[config.mk]
export PLATFORM = sky130hd
export DESIGN_NAME = pzcorebus_request_scheduler
export DESIGN_NICKNAME = d
export VERILOG_FILES = /design/src/rtl/pzcorebus_pkg.sv /design/src/rtl/pzcorebus_request_scheduler_order_fifo.sv /design/src/rtl/pzcorebus_request_scheduler.sv
export SDC_FILE = /design/constraint.sdc
export NUM_CORES = 1
export LEC_CHECK = 0
export BUFFER_PORTS_ARGS = -buffer_cell sky130_fd_sc_hd__buf_4
export CAP_MARGIN = 30
export CORE_MARGIN = 2
export CORE_UTILIZATION = 56
export DETAILED_ROUTE_END_ITERATION = 6
export PLACE_DENSITY = 0.9
export SYNTH_ARGS = -nofsm -noshare
export SYNTH_HDL_FRONTEND = slang
export SYNTH_SLANG_ARGS = --single-unit
[constraint.sdc]
create_clock -name i_clk -period 4.1 [get_ports i_clk]
set_clock_uncertainty 0.1 [all_clocks]
set_input_delay 0.41 -clock i_clk [delete_from_list [all_inputs] [get_ports i_clk]]
set_output_delay 0.41 -clock i_clk [all_outputs]
set_load 0.005 [all_outputs]
[src/rtl/pzcorebus_pkg.sv]
// Shared types for the pzcorebus request scheduler.
package pzcorebus_pkg;

    // Command arbiter states: IDLE picks a new winner, HOLD keeps the
    // latched winner until the downstream accepts its command.
    typedef enum logic {
        IDLE = 1'b0,
        HOLD = 1'b1
    } pzcorebus_request_scheduler_state;

endpackage

[src/rtl/pzcorebus_request_scheduler_order_fifo.sv]
// Small FIFO holding the master indices of accepted write commands, in
// acceptance order. The head is visible combinationally so that the data
// grant can follow it without an extra cycle.
module pzcorebus_request_scheduler_order_fifo #(
    parameter int WIDTH = 1,
    parameter int DEPTH = 4
) (
    input  logic             i_clk,
    input  logic             i_rst,
    input  logic             i_push,
    input  logic [WIDTH-1:0] i_push_data,
    input  logic             i_pop,
    output logic             o_full,
    output logic             o_empty,
    output logic [WIDTH-1:0] o_head
);
    localparam int PTR_W = $clog2(DEPTH);

    logic [WIDTH-1:0] mem_q [DEPTH];
    logic [PTR_W:0]   wr_ptr_q;
    logic [PTR_W:0]   wr_ptr_d;
    logic [PTR_W:0]   rd_ptr_q;
    logic [PTR_W:0]   rd_ptr_d;
    logic             do_push;
    logic             do_pop;

    // Pointers carry one extra wrap bit so full and empty are distinguishable.
    always_comb begin
        o_empty  = (wr_ptr_q == rd_ptr_q);
        o_full   = (wr_ptr_q[PTR_W] != rd_ptr_q[PTR_W]) &&
                   (wr_ptr_q[PTR_W-1:0] == rd_ptr_q[PTR_W-1:0]);
        do_push  = i_push && !o_full;
        do_pop   = i_pop && !o_empty;
        wr_ptr_d = wr_ptr_q;
        rd_ptr_d = rd_ptr_q;
        if (do_push) begin
            wr_ptr_d = wr_ptr_q + (PTR_W+1)'(1);
        end
        if (do_pop) begin
            rd_ptr_d = rd_ptr_q + (PTR_W+1)'(1);
        end
        o_head = mem_q[rd_ptr_q[PTR_W-1:0]];
    end

    // Pointer registers; reset discards every queued entry.
    always_ff @(posedge i_clk) begin
        if (i_rst) begin
            wr_ptr_q <= '0;
            rd_ptr_q <= '0;
        end else begin
            wr_ptr_q <= wr_ptr_d;
            rd_ptr_q <= rd_ptr_d;
        end
    end

    // Storage write; contents need no reset because the pointers gate them.
    always_ff @(posedge i_clk) begin
        if (do_push) begin
            mem_q[wr_ptr_q[PTR_W-1:0]] <= i_push_data;
        end
    end

endmodule

[src/rtl/pzcorebus_request_scheduler.sv]
// Round-robin command arbiter for N pzcorebus masters sharing one request
// channel. Write data follows command acceptance order through an order FIFO.
module pzcorebus_request_scheduler
    import pzcorebus_pkg::*;
#(
    parameter int N               = 2,
    parameter int DATA_FIFO_DEPTH = 4
) (
    input  logic         i_clk,
    input  logic         i_rst,
    input  logic [N-1:0] i_mcmd_valid,
    input  logic [N-1:0] i_mcmd_with_data,
    output logic [N-1:0] o_scmd_accept,
    input  logic [N-1:0] i_mdata_valid,
    input  logic [N-1:0] i_mdata_last,
    output logic [N-1:0] o_sdata_accept,
    output logic [N-1:0] o_cmd_grant,
    output logic [N-1:0] o_data_grant,
    output logic         o_mcmd_valid,
    input  logic         i_scmd_accept,
    output logic         o_mdata_valid,
    input  logic         i_sdata_accept
);
    localparam int INDEX_WIDTH = $clog2(N);
    localparam logic [N-1:0] ONE = {{(N-1){1'b0}}, 1'b1};

    pzcorebus_request_scheduler_state state_q;
    pzcorebus_request_scheduler_state state_d;
    logic [INDEX_WIDTH-1:0] rr_ptr_q;
    logic [INDEX_WIDTH-1:0] rr_ptr_d;
    logic [INDEX_WIDTH-1:0] winner_q;
    logic [INDEX_WIDTH-1:0] winner_d;

    logic [N-1:0]           eligible;
    logic                   pick_found;
    logic [INDEX_WIDTH-1:0] pick_idx;
    logic                   grant_valid;
    logic [INDEX_WIDTH-1:0] grant_idx;
    logic                   cmd_ack;
    logic                   fifo_push;
    logic                   fifo_pop;
    logic                   fifo_full;
    logic                   fifo_empty;
    logic [INDEX_WIDTH-1:0] fifo_head;

    // Round-robin pick: scan from rr_ptr downward-priority so the closest
    // eligible master at or after rr_ptr wins. Writes are masked when the
    // order FIFO cannot take another entry.
    always_comb begin
        eligible   = i_mcmd_valid & ~(i_mcmd_with_data & {N{fifo_full}});
        pick_found = 1'b0;
        pick_idx   = '0;
        for (int k = N - 1; k >= 0; k--) begin
            int idx;
            idx = int'(rr_ptr_q) + k;
            if (idx >= N) begin
                idx = idx - N;
            end
            if (eligible[idx]) begin
                pick_found = 1'b1;
                pick_idx   = INDEX_WIDTH'(idx);
            end
        end
    end

    // Command FSM next state plus command-side outputs.
    always_comb begin
        state_d     = state_q;
        winner_d    = winner_q;
        rr_ptr_d    = rr_ptr_q;
        grant_valid = 1'b0;
        grant_idx   = '0;
        if (!i_rst) begin
            if (state_q == HOLD) begin
                grant_valid = 1'b1;
                grant_idx   = winner_q;
            end else begin
                grant_valid = pick_found;
                grant_idx   = pick_idx;
            end
        end
        o_cmd_grant   = grant_valid ? (ONE << grant_idx) : '0;
        o_mcmd_valid  = |(o_cmd_grant & i_mcmd_valid);
        o_scmd_accept = o_cmd_grant & {N{i_scmd_accept}};
        cmd_ack       = o_mcmd_valid && i_scmd_accept;
        fifo_push     = cmd_ack && i_mcmd_with_data[grant_idx];
        if (cmd_ack) begin
            rr_ptr_d = (grant_idx == INDEX_WIDTH'(N - 1)) ? '0
                                                          : grant_idx + INDEX_WIDTH'(1);
        end
        case (state_q)
            IDLE: begin
                if (grant_valid && !i_scmd_accept) begin
                    state_d  = HOLD;
                    winner_d = grant_idx;
                end
            end
            HOLD: begin
                if (i_scmd_accept) begin
                    state_d = IDLE;
                end
            end
            default: state_d = IDLE;
        endcase
    end

    // Data steering: only the master at the FIFO head may transfer data;
    // its last accepted beat retires the entry.
    always_comb begin
        o_data_grant   = (!i_rst && !fifo_empty) ? (ONE << fifo_head) : '0;
        o_mdata_valid  = |(o_data_grant & i_mdata_valid);
        o_sdata_accept = o_data_grant & {N{i_sdata_accept}};
        fifo_pop       = o_mdata_valid && i_sdata_accept && i_mdata_last[fifo_head];
    end

    // Arbiter state registers.
    always_ff @(posedge i_clk) begin
        if (i_rst) begin
            state_q  <= IDLE;
            rr_ptr_q <= '0;
            winner_q <= '0;
        end else begin
            state_q  <= state_d;
            rr_ptr_q <= rr_ptr_d;
            winner_q <= winner_d;
        end
    end

    pzcorebus_request_scheduler_order_fifo #(
        .WIDTH (INDEX_WIDTH),
        .DEPTH (DATA_FIFO_DEPTH)
    ) u_order_fifo (
        .i_clk       (i_clk),
        .i_rst       (i_rst),
        .i_push      (fifo_push),
        .i_push_data (grant_idx),
        .i_pop       (fifo_pop),
        .o_full      (fifo_full),
        .o_empty     (fifo_empty),
        .o_head      (fifo_head)
    );

endmodule

== Word level (Yosys, flattened, before mapping) ==
Memory sizes are Yosys's and may differ from the RTL's. A register that Yosys moved wholly into a read port is not among the register bits.
Index checks and enable logic that the tools add are counted.

* Add/sub/neg operators: 6
* $lt $le $gt $ge: 6
* Equal/unequal tests: 3
* Shift operators: 2
* Multiplexer cells: 30
* Bitwise logic cells: 8
* Reduce and logical (&&, ||, !) cells: 16

{| class="wikitable"
|+ Operator list
! cell !! number
|-
| $lt 32x3->1 const B || 2
|-
| $mux 32 || 2
|-
| $mux 1 || 23
|-
| $and 2x2->2 || 6
|-
| $logic_and 1x1->1 || 9
|-
| $mux 2 || 4
|-
| $add 3x1->3 const B || 2
|-
| $logic_not 1->1 || 4
|-
| $lt 1x2->1 const B || 2
|-
| $reduce_or 2->1 || 2
|-
| $shl 1x1->2 const A || 2
|-
| $eq 3x3->1 || 1
|-
| $sub 1x2->3 const B || 1
|-
| $sub 2x2->3 const B || 1
|-
| $add 1x1->2 const B || 1
|-
| $eq 2x2->1 || 1
|-
| $ge 1x2->1 const B || 1
|-
| $ge 2x2->1 const B || 1
|-
| $not 2->2 || 1
|-
| $pmux 1 s2 || 1
|-
| $reduce_and 2->1 || 1
|-
| $add 1x1->1 const B || 1
|-
| $ne 1x1->1 || 1
|-
| $not 1->1 || 1
|}

* Register bits after elaboration: 9
* Bits in writable memories: 4
* Input bits: 12
* Logic and storage cells: 77
* Memories: 1

{| class="wikitable"
|+ Memories
! name !! words !! bits a word !! read ports !! clocked after Yosys merged registers in !! write ports !! RTL line !! source
|-
| u_order_fifo.mem_q || 4 || 1 || 1 || 1 || 1 || pzcorebus_request_scheduler_order_fifo.sv:19 || <nowiki>logic [WIDTH-1:0] mem_q [DEPTH];</nowiki>
|}

== Longest topological paths before layout ==
Gate-level depths: netlist of the first run.

* Depth after elaboration: 21
* Gate-level depth with buffers: 7

== Cells and area by module ==
A second synthesis of the first run with hierarchy kept.

* Cell total of the unflattened synthesis: 114
* Area, all modules: 1049.8 µm²

{| class="wikitable"
|+ By module, submodules not included
! module !! times used !! cells each !! area each (µm²)
|-
| pzcorebus_request_scheduler_order_fifo || 1 || 75 || 732.0
|-
| pzcorebus_request_scheduler || 1 || 39 || 317.8
|}

== Worst setup path after synthesis of the first run ==
Ideal clock, no wire load.

* Kind: reg2out
* Start: reg u_order_fifo.wr_ptr_q[0]
* End: out o_scmd_accept[0]
* Arrival time: 1.626 ns
* Required time: 3.590 ns
* Path slack: 1.964 ns
* Stages on the path, launching flop included: 6
* Cell sequence: dfxtp_1 -> xor2_1 -> o41ai_2 -> nor2_1 -> o41ai_1 -> and2_1

* Word-level cells in the longest chain between the ends: 15
* Elaborated cells between the ends (all ways): 22
* Classes of those cells: 1 x eq/ne; 1 x shift; 15 x mux; 4 x bitwise; 1 x reduce/logical

{| class="wikitable"
|+ Ends and longest elaborated chain
! what !! RTL line !! source
|-
| start: declaration || pzcorebus_request_scheduler_order_fifo.sv:20 || <nowiki>logic [PTR_W:0] wr_ptr_q;</nowiki>
|-
| start signal: assignment || pzcorebus_request_scheduler_order_fifo.sv:51 || <nowiki>wr_ptr_q <= wr_ptr_d;</nowiki>
|-
| $eq 2x2->1 * || pzcorebus_request_scheduler_order_fifo.sv:31 || <nowiki>(wr_ptr_q[PTR_W-1:0] == rd_ptr_q[PTR_W-1:0]);</nowiki>
|-
| $logic_and 1x1->1 * || pzcorebus_request_scheduler_order_fifo.sv:30 || <nowiki>o_full = (wr_ptr_q[PTR_W] != rd_ptr_q[PTR_W]) &&</nowiki>
|-
| $and 2x2->2 * || pzcorebus_request_scheduler.sv:50 || <nowiki>eligible = i_mcmd_valid & ~(i_mcmd_with_data & {N{fifo_full}});</nowiki>
|-
| $not 2->2 * || pzcorebus_request_scheduler.sv:50 ||
|-
| $and 2x2->2 * || pzcorebus_request_scheduler.sv:50 ||
|-
| $mux 1 (implied by the code) (3 in a row) || pzcorebus_request_scheduler.sv:59 || <nowiki>if (eligible[idx]) begin</nowiki>
|-
| $mux 1 (2 in a row) || pzcorebus_request_scheduler.sv:59 ||
|-
| $mux 1 || pzcorebus_request_scheduler.sv:74 || <nowiki>if (state_q == HOLD) begin</nowiki>
|-
| $mux 1 || pzcorebus_request_scheduler.sv:73 || <nowiki>if (!i_rst) begin</nowiki>
|-
| $shl 1x1->2 || pzcorebus_request_scheduler.sv:82 || <nowiki>o_cmd_grant = grant_valid ? (ONE << grant_idx) : '0;</nowiki>
|-
| $mux 2 * || pzcorebus_request_scheduler.sv:82 ||
|-
| named net o_cmd_grant[0] || pzcorebus_request_scheduler.sv:17 || <nowiki>output logic [N-1:0] o_cmd_grant,</nowiki>
|-
| $and 2x2->2 * || pzcorebus_request_scheduler.sv:84 || <nowiki>o_scmd_accept = o_cmd_grant & {N{i_scmd_accept}};</nowiki>
|-
| end: declaration || pzcorebus_request_scheduler.sv:13 || <nowiki>output logic [N-1:0] o_scmd_accept,</nowiki>
|}

The timed path passes the listed nets; every way through them passes the cells marked *. The select of a mux whose other input is x is not followed.

== Worst setup path after layout of the first run ==
* Start: reg u_order_fifo.wr_ptr_q[0]
* End: out o_scmd_accept[1]

* Word-level cells in the longest chain between the ends: 15
* Elaborated cells between the ends (all ways): 22
* Classes of those cells: 1 x eq/ne; 1 x shift; 15 x mux; 4 x bitwise; 1 x reduce/logical

{| class="wikitable"
|+ Ends and longest elaborated chain
! what !! RTL line !! source
|-
| $eq 2x2->1 * || pzcorebus_request_scheduler_order_fifo.sv:31 ||
|-
| $logic_and 1x1->1 * || pzcorebus_request_scheduler_order_fifo.sv:30 ||
|-
| $and 2x2->2 * || pzcorebus_request_scheduler.sv:50 ||
|-
| $not 2->2 * || pzcorebus_request_scheduler.sv:50 ||
|-
| $and 2x2->2 * || pzcorebus_request_scheduler.sv:50 ||
|-
| $mux 1 (implied by the code) (3 in a row) || pzcorebus_request_scheduler.sv:59 ||
|-
| $mux 1 || pzcorebus_request_scheduler.sv:59 ||
|-
| $mux 1 * || pzcorebus_request_scheduler.sv:59 ||
|-
| $mux 1 * || pzcorebus_request_scheduler.sv:74 ||
|-
| $mux 1 * || pzcorebus_request_scheduler.sv:73 ||
|-
| named net grant_idx || pzcorebus_request_scheduler.sv:38 || <nowiki>logic [INDEX_WIDTH-1:0] grant_idx;</nowiki>
|-
| $shl 1x1->2 * || pzcorebus_request_scheduler.sv:82 ||
|-
| $mux 2 * || pzcorebus_request_scheduler.sv:82 ||
|-
| $and 2x2->2 * || pzcorebus_request_scheduler.sv:84 ||
|}

Marks and branches as above.

==> results of run 1 <==
worst max-delay path, stage by stage, from the launching register on:
cell	delay (ns)
dfxtp_1	0.44
xor2_1	0.19
o41ai_2	0.53
nor3_2	0.11
o21ai_0	0.12
o21ai_0	0.25
and2_1	0.23
buf_4	0.13
report_power, final:
part	internal (mW)	switching, mW	total, mW
clock network	0.0378	0.0441	0.0819
logic	0.0265	0.0268	0.0533
registers	0.155	0.00418	0.159
total	0.219	0.0751	0.294
per-layer routing:
metal	part of all wire	track usage	wire, µm
met5	0	0	0
met3	0.058	0.02778	111
met4	0.011	0.1029	21
met1	0.46	0.3154	883
met2	0.47	0.3333	889
cell usage after synthesis (all sizes together), types with 4 or more instances:
cell type / count / area [µm²]
a21oi: 4 / 20.02
and3: 5 / 40.04
dfxtp: 11 / 220.2
edfxtp: 4 / 120.1
ha: 5 / 62.56
inv: 7 / 26.28
mux2i: 5 / 50.05
nor2: 10 / 37.54
o21ai: 7 / 35.03
xnor2: 4 / 35.03
xor2: 4 / 42.55
cell type report:
class	count	share of cell area
clock buffers	4	0.02227
multi-input cells	76	0.5154
inverters	7	0.02227
repair buffers	21	0.1336
well taps	17	0.01803
flip-flops and latches	15	0.2884
how the worst max path moves through the flow:
stage | start | end | slack, ns | cells past startpoint
3_5_place_dp | u_order_fifo.wr_ptr_q[0] | o_scmd_accept[1] | 1.62 | 7
4_1_cts | u_order_fifo.wr_ptr_q[0] | o_scmd_accept[1] | 1.30 | 7
5_1_grt | u_order_fifo.wr_ptr_q[0] | o_scmd_accept[1] | 1.09 | 7
2_1_floorplan | u_order_fifo.wr_ptr_q[0] | o_scmd_accept[0] | 1.96 | 5
3_3_place_gp | u_order_fifo.wr_ptr_q[0] | o_scmd_accept[1] | 1.76 | 7
6_report | u_order_fifo.wr_ptr_q[0] | o_scmd_accept[1] | 1.31 | 7
through the flow:
stage / std cells / utilization
final: 140 / 0.6985
after global routing: 140 / 0.6985
after CTS: 140 / 0.6985
after detailed placement: 136 / 0.6830
after global placement: 136 / 0.6830
after floorplan: 101 / -
cell families (layout without fill, tap and decap cells):
group                    count (synthesis)  after routing  synth area share
XOR/XNOR                                 8              8           0.07869
AND/OR/NAND/NOR                         32             32            0.1942
AO/OA/AOI/OAI                           25             25            0.2069
multiplexers                             6              6           0.07360
buffers and inverters                   10             32           0.03808
adder cells (fa/ha/maj)                  5              5           0.06345
flip-flops                              15             15            0.3452
==> qor.yml, run 1 <==
worst_slew_pin_slew_ns: 0.5164
syn_area_um2: 985.9
synth_ff_type: "dfxtp_1"
outcome: "finished, final reports clean"
syn-num-nets: 118
io_buffers: 21
holdBufCountCts: 0
rsz0062_at_grt: "no"
grt_pass1_vias: 729
post-route-min-period_ns: 2.794
post-cts-setup-buffer-count: 0
area_growth_pct: 19.67
postLayoutSetupSlackWorst_ns: 1.306
hold_class: "in -> reg"
final_hold_viol_count: 0
die_area_um2: 2112
grt_max_degree: 21
drt_iter0_drc: 14
worstHoldEndpoint: "state_q"
ys_async_sr_fraction: 0
ys_types: 39
cts_tree: "yes"
cts_resized: 0
path_clk_slew_ns: 0.09
crit_type: "reg -> out"
placed_cell_area_um2: 1154
pre_cts_ws_ns: 1.619
tns_ns: 0
cp-start-kind: "flop"
finalWirelength_um: 1905
hpwlAfterDp_um: 1526
slew_headroom: 0.6521
coreArea_um2: 1689
fin_crit_sh: 0.6814
setup_viol_count_final: 0
antenna_found_initial: 0
drive_above_1_share: 0.3089
end_kind: "output port"
final_antenna_net_count: 0
rr_endpoint: "u_order_fifo.mem_q[0]"
whs_ns: 0.2430
drc: 0
avgViaCountPerCell: 5.607
worst-r2r-cell-count: 5
routedWlPerCell_um: 13.61
clkLatencyLatePin_ns: 0.28
final_area_um2: 1180
peakVddDrop_v: 0.0001813
ys_seq_area_frac: 0.3452
rr_startpoint: "u_order_fifo.wr_ptr_q[0]"
slew_violations: 0
r2r_setup_slack_ns: 2.03
root_buffer: "clkbuf_4"
routabilityCongestion: 0.8191
dr_total_vias: 785
cts_buffers: 3
holdPathStages: 2
yosysWarnings: 0
diodes: 0
start_util: 0.5837
p_leak_nw: 0.4935
fmax_ghz: 0.3580
dieHeight_um: 45.96
die_w_um: 45.96
mostFrequentLayoutCell: "buf_4"
max-cap-violations: 0
final_cell_mix: "buf_4 (21), dfxtp_1 (11), nor2_1 (10)"
power-per-cell-area_nw_per_um2: 249.4
nets: 141
hold_start: "i_scmd_accept"
syn_inst: 101
num_rows: 15
clockBufferDepth: 2
syn_avg_cell_area_um2: 9.762
grt_first_pass_wirelength_um: 3312
multi_input_area_um2: 608.1
p_total_uw: 294.2
htreeDepth: 1
synth_edf_count: 4
crit_arrival_ns: 2.28
boundaryPins: 22
ys_ff_latch: 15
clock_sinks: 15
grt-ovfl-total: 0
dr.pass1.iters: 4
regArea_um2: 340.3
fillers: 132
worst_ep_required_time_ns: 3.59
grt.total_usage: 0.2226
crit_fanout: 6
Power figures use the tool's default switching activity.
==> run 2, diff against run 1 <==
CORE_UTILIZATION = 52   (was 56)
PLACE_DENSITY = 0.85   (was 0.9)
clock period = 2.6 ns   (was 4.1 ns; I/O delays follow)
==> qor.yml, run 2 (same netlist as run 1, synthesis figures left out) <==
drc: 0  # unchanged
regArea_um2: 341.6  # was 340.3 µm²
internal_power_uw: 347.7  # was 219.1 µW
final_hold_viol_count: 0  # unchanged
end_kind: "output port"  # unchanged
mostFrequentLayoutCell: "buf_4"  # unchanged
start_util: 0.5589  # was 0.5837
die_area_um2: 2261  # was 2112 µm²
clock_sinks: 15  # unchanged
setup_viol_count_final: 0  # unchanged
hpwlAfterDp_um: 1628  # was 1526 µm
slew_headroom: 0.6701  # was 0.6521
final_antenna_net_count: 0  # unchanged
dr.pass1.iters: 6  # was 4
io_buffers: 21  # unchanged
clkLatencyLatePin_ns: 0.28  # about the same
power_frac_seq: 0.532  # was 0.540
tns_ns: 0  # unchanged
p_sw_uw: 125.4  # was 75.10 µW
root_buffer: "clkbuf_4"  # unchanged
drt_iter0_drc: 19  # was 14
final_cell_mix: "buf_4 (22), nor2_1 (10), dfxtp_1 (10)"  # was buf_4 (21), dfxtp_1 (11), nor2_1 (10)
grt.total_usage: 0.2034  # was 0.2226
fmax_ghz: 0.4078
worst_ep_required_time_ns: 2.24  # was 3.59 ns
crit_arrival_ns: 2.09  # was 2.28 ns
combPwrFrac: 0.189  # was 0.181
holdBufCountCts: 0  # unchanged
fillers: 135  # was 132
cts_tree: "yes"  # unchanged
finalWirelength_um: 2163  # was 1905 µm
rsz0062_at_grt: "no"  # unchanged
grt_first_pass_wirelength_um: 3201  # was 3312 µm
path_clk_slew_ns: 0.08  # was 0.09 ns
power_frac_clock: 0.279  # was 0.278
multi_input_area_um2: 634.4  # was 608.1 µm²
grt_pass1_vias: 766  # was 729
worst_slew_pin_slew_ns: 0.4932  # was 0.5164 ns
die_w_um: 47.55  # was 45.96 µm
grt_max_degree: 21  # unchanged
diodes: 0  # unchanged
num_rows: 15  # unchanged
sw_frac_of_total: 0.2650  # was 0.2553
coreArea_um2: 1764  # was 1689 µm²
max-cap-violations: 0  # unchanged
hold_class: "in -> reg"  # unchanged
dieHeight_um: 47.55  # was 45.96 µm
area_growth_pct: 24.24  # was 19.67%
drive_above_1_share: 0.3548  # was 0.3089
crit_fanout: 4  # was 6
fin_crit_sh: 0.9432
post-route-min-period_ns: 2.452
routabilityCongestion: 0.8019  # was 0.8191
p_leak_nw: 0.5059  # was 0.4935 nW
power-per-cell-area_nw_per_um2: 386.2  # was 249.4 nW/µm²
outcome: "finished, final reports clean"  # unchanged
antenna_found_initial: 0  # unchanged
cts_buffers: 3  # unchanged
routedWlPerCell_um: 14.52  # was 13.61 µm
grt-ovfl-total: 0  # unchanged
clockBufferDepth: 2  # unchanged
avgViaCountPerCell: 5.443  # was 5.607
cp-start-kind: "flop"  # unchanged
boundaryPins: 22  # unchanged
htreeDepth: 1  # unchanged
nets: 142  # was 141
dr_total_vias: 811  # was 785
crit_type: "reg -> out"  # unchanged
post-route-util: 0.6943  # was 0.6985
slew_violations: 0  # unchanged
peakVddDrop_v: 0.0003910  # was 0.0001813 V
[run 2: power by group through the flow]
stage	Sequential, mW	Clock [mW]	Combinational [mW]
6_report	0.252	0.132	0.0895
5_1_grt	0.253	0.138	0.0975
4_1_cts	0.251	0.131	0.0870
3_5_place_dp	0.256	0	0.0850
3_3_place_gp	0.256	0	0.0827
2_1_floorplan	0.253	0	0.0520
[run 2: layout make-up]
| type | instances | share of cell area |
|---|---|---|
| Clock buffer | 4 | 0.02145 |
| Timing Repair Buffer | 22 | 0.1348 |
| Inverter | 7 | 0.02145 |
| Multi-Input combinational cell | 76 | 0.5179 |
| Tap cell | 25 | 0.02554 |
| Sequential cell | 15 | 0.2789 |
[run 2: final timing paths]
check	slack (ns)	start	end	cells past startpoint
setup reg to reg	0.52	u_order_fifo.rd_ptr_q[0]	u_order_fifo.mem_q[1]	5
hold reg to reg	0.44	winner_q	winner_q	2
hold / removal	0.1	i_scmd_accept	state_q	2
setup / recovery	0.15	u_order_fifo.rd_ptr_q[0]	o_scmd_accept[0]	7
[run 2: worst max-delay path, cell delays in order (launching register included)]
cell     delay, ns
dfxtp_1       0.38
xor2_2        0.22
o41ai_2       0.47
buf_4         0.19
nor2_1        0.06
o41ai_2       0.22
and2_1        0.16
buf_4         0.10
[run 2: metal layers]
metal	global-route usage	wire length (µm)	vias to the layer above
met5	0	0	-
met4	0.09730	27	0
met3	0.02264	102	4
met2	0.3324	1032	24
met1	0.2687	1001	372
li1	-	-	411
[run 2: repair_timing]
action | CTS | global route
buffers inserted | 1 | 0
gates resized for setup | 1 | 5
endpoints found under the setup margin | 1 | 3
gates cloned | 0 | 0
endpoints found under the hold margin | 0 | 0
pin swaps | 1 | 0
[run 2: through the flow]
stage,hold WS (ns),instance area (µm²),setup slack (ns),power (mW),std cells
finish,0.09810,1225,0.1478,0.4731,149
global placement,0.3959,1164,0.4120,0.3386,144
detailed placement,0.3943,1164,0.2624,0.3412,144
floorplan,0.2380,985.9,0.6136,0.3054,101
global route,0.1015,1225,0.01558,0.4885,149
CTS,0.09416,1197,0.007122,0.4688,149
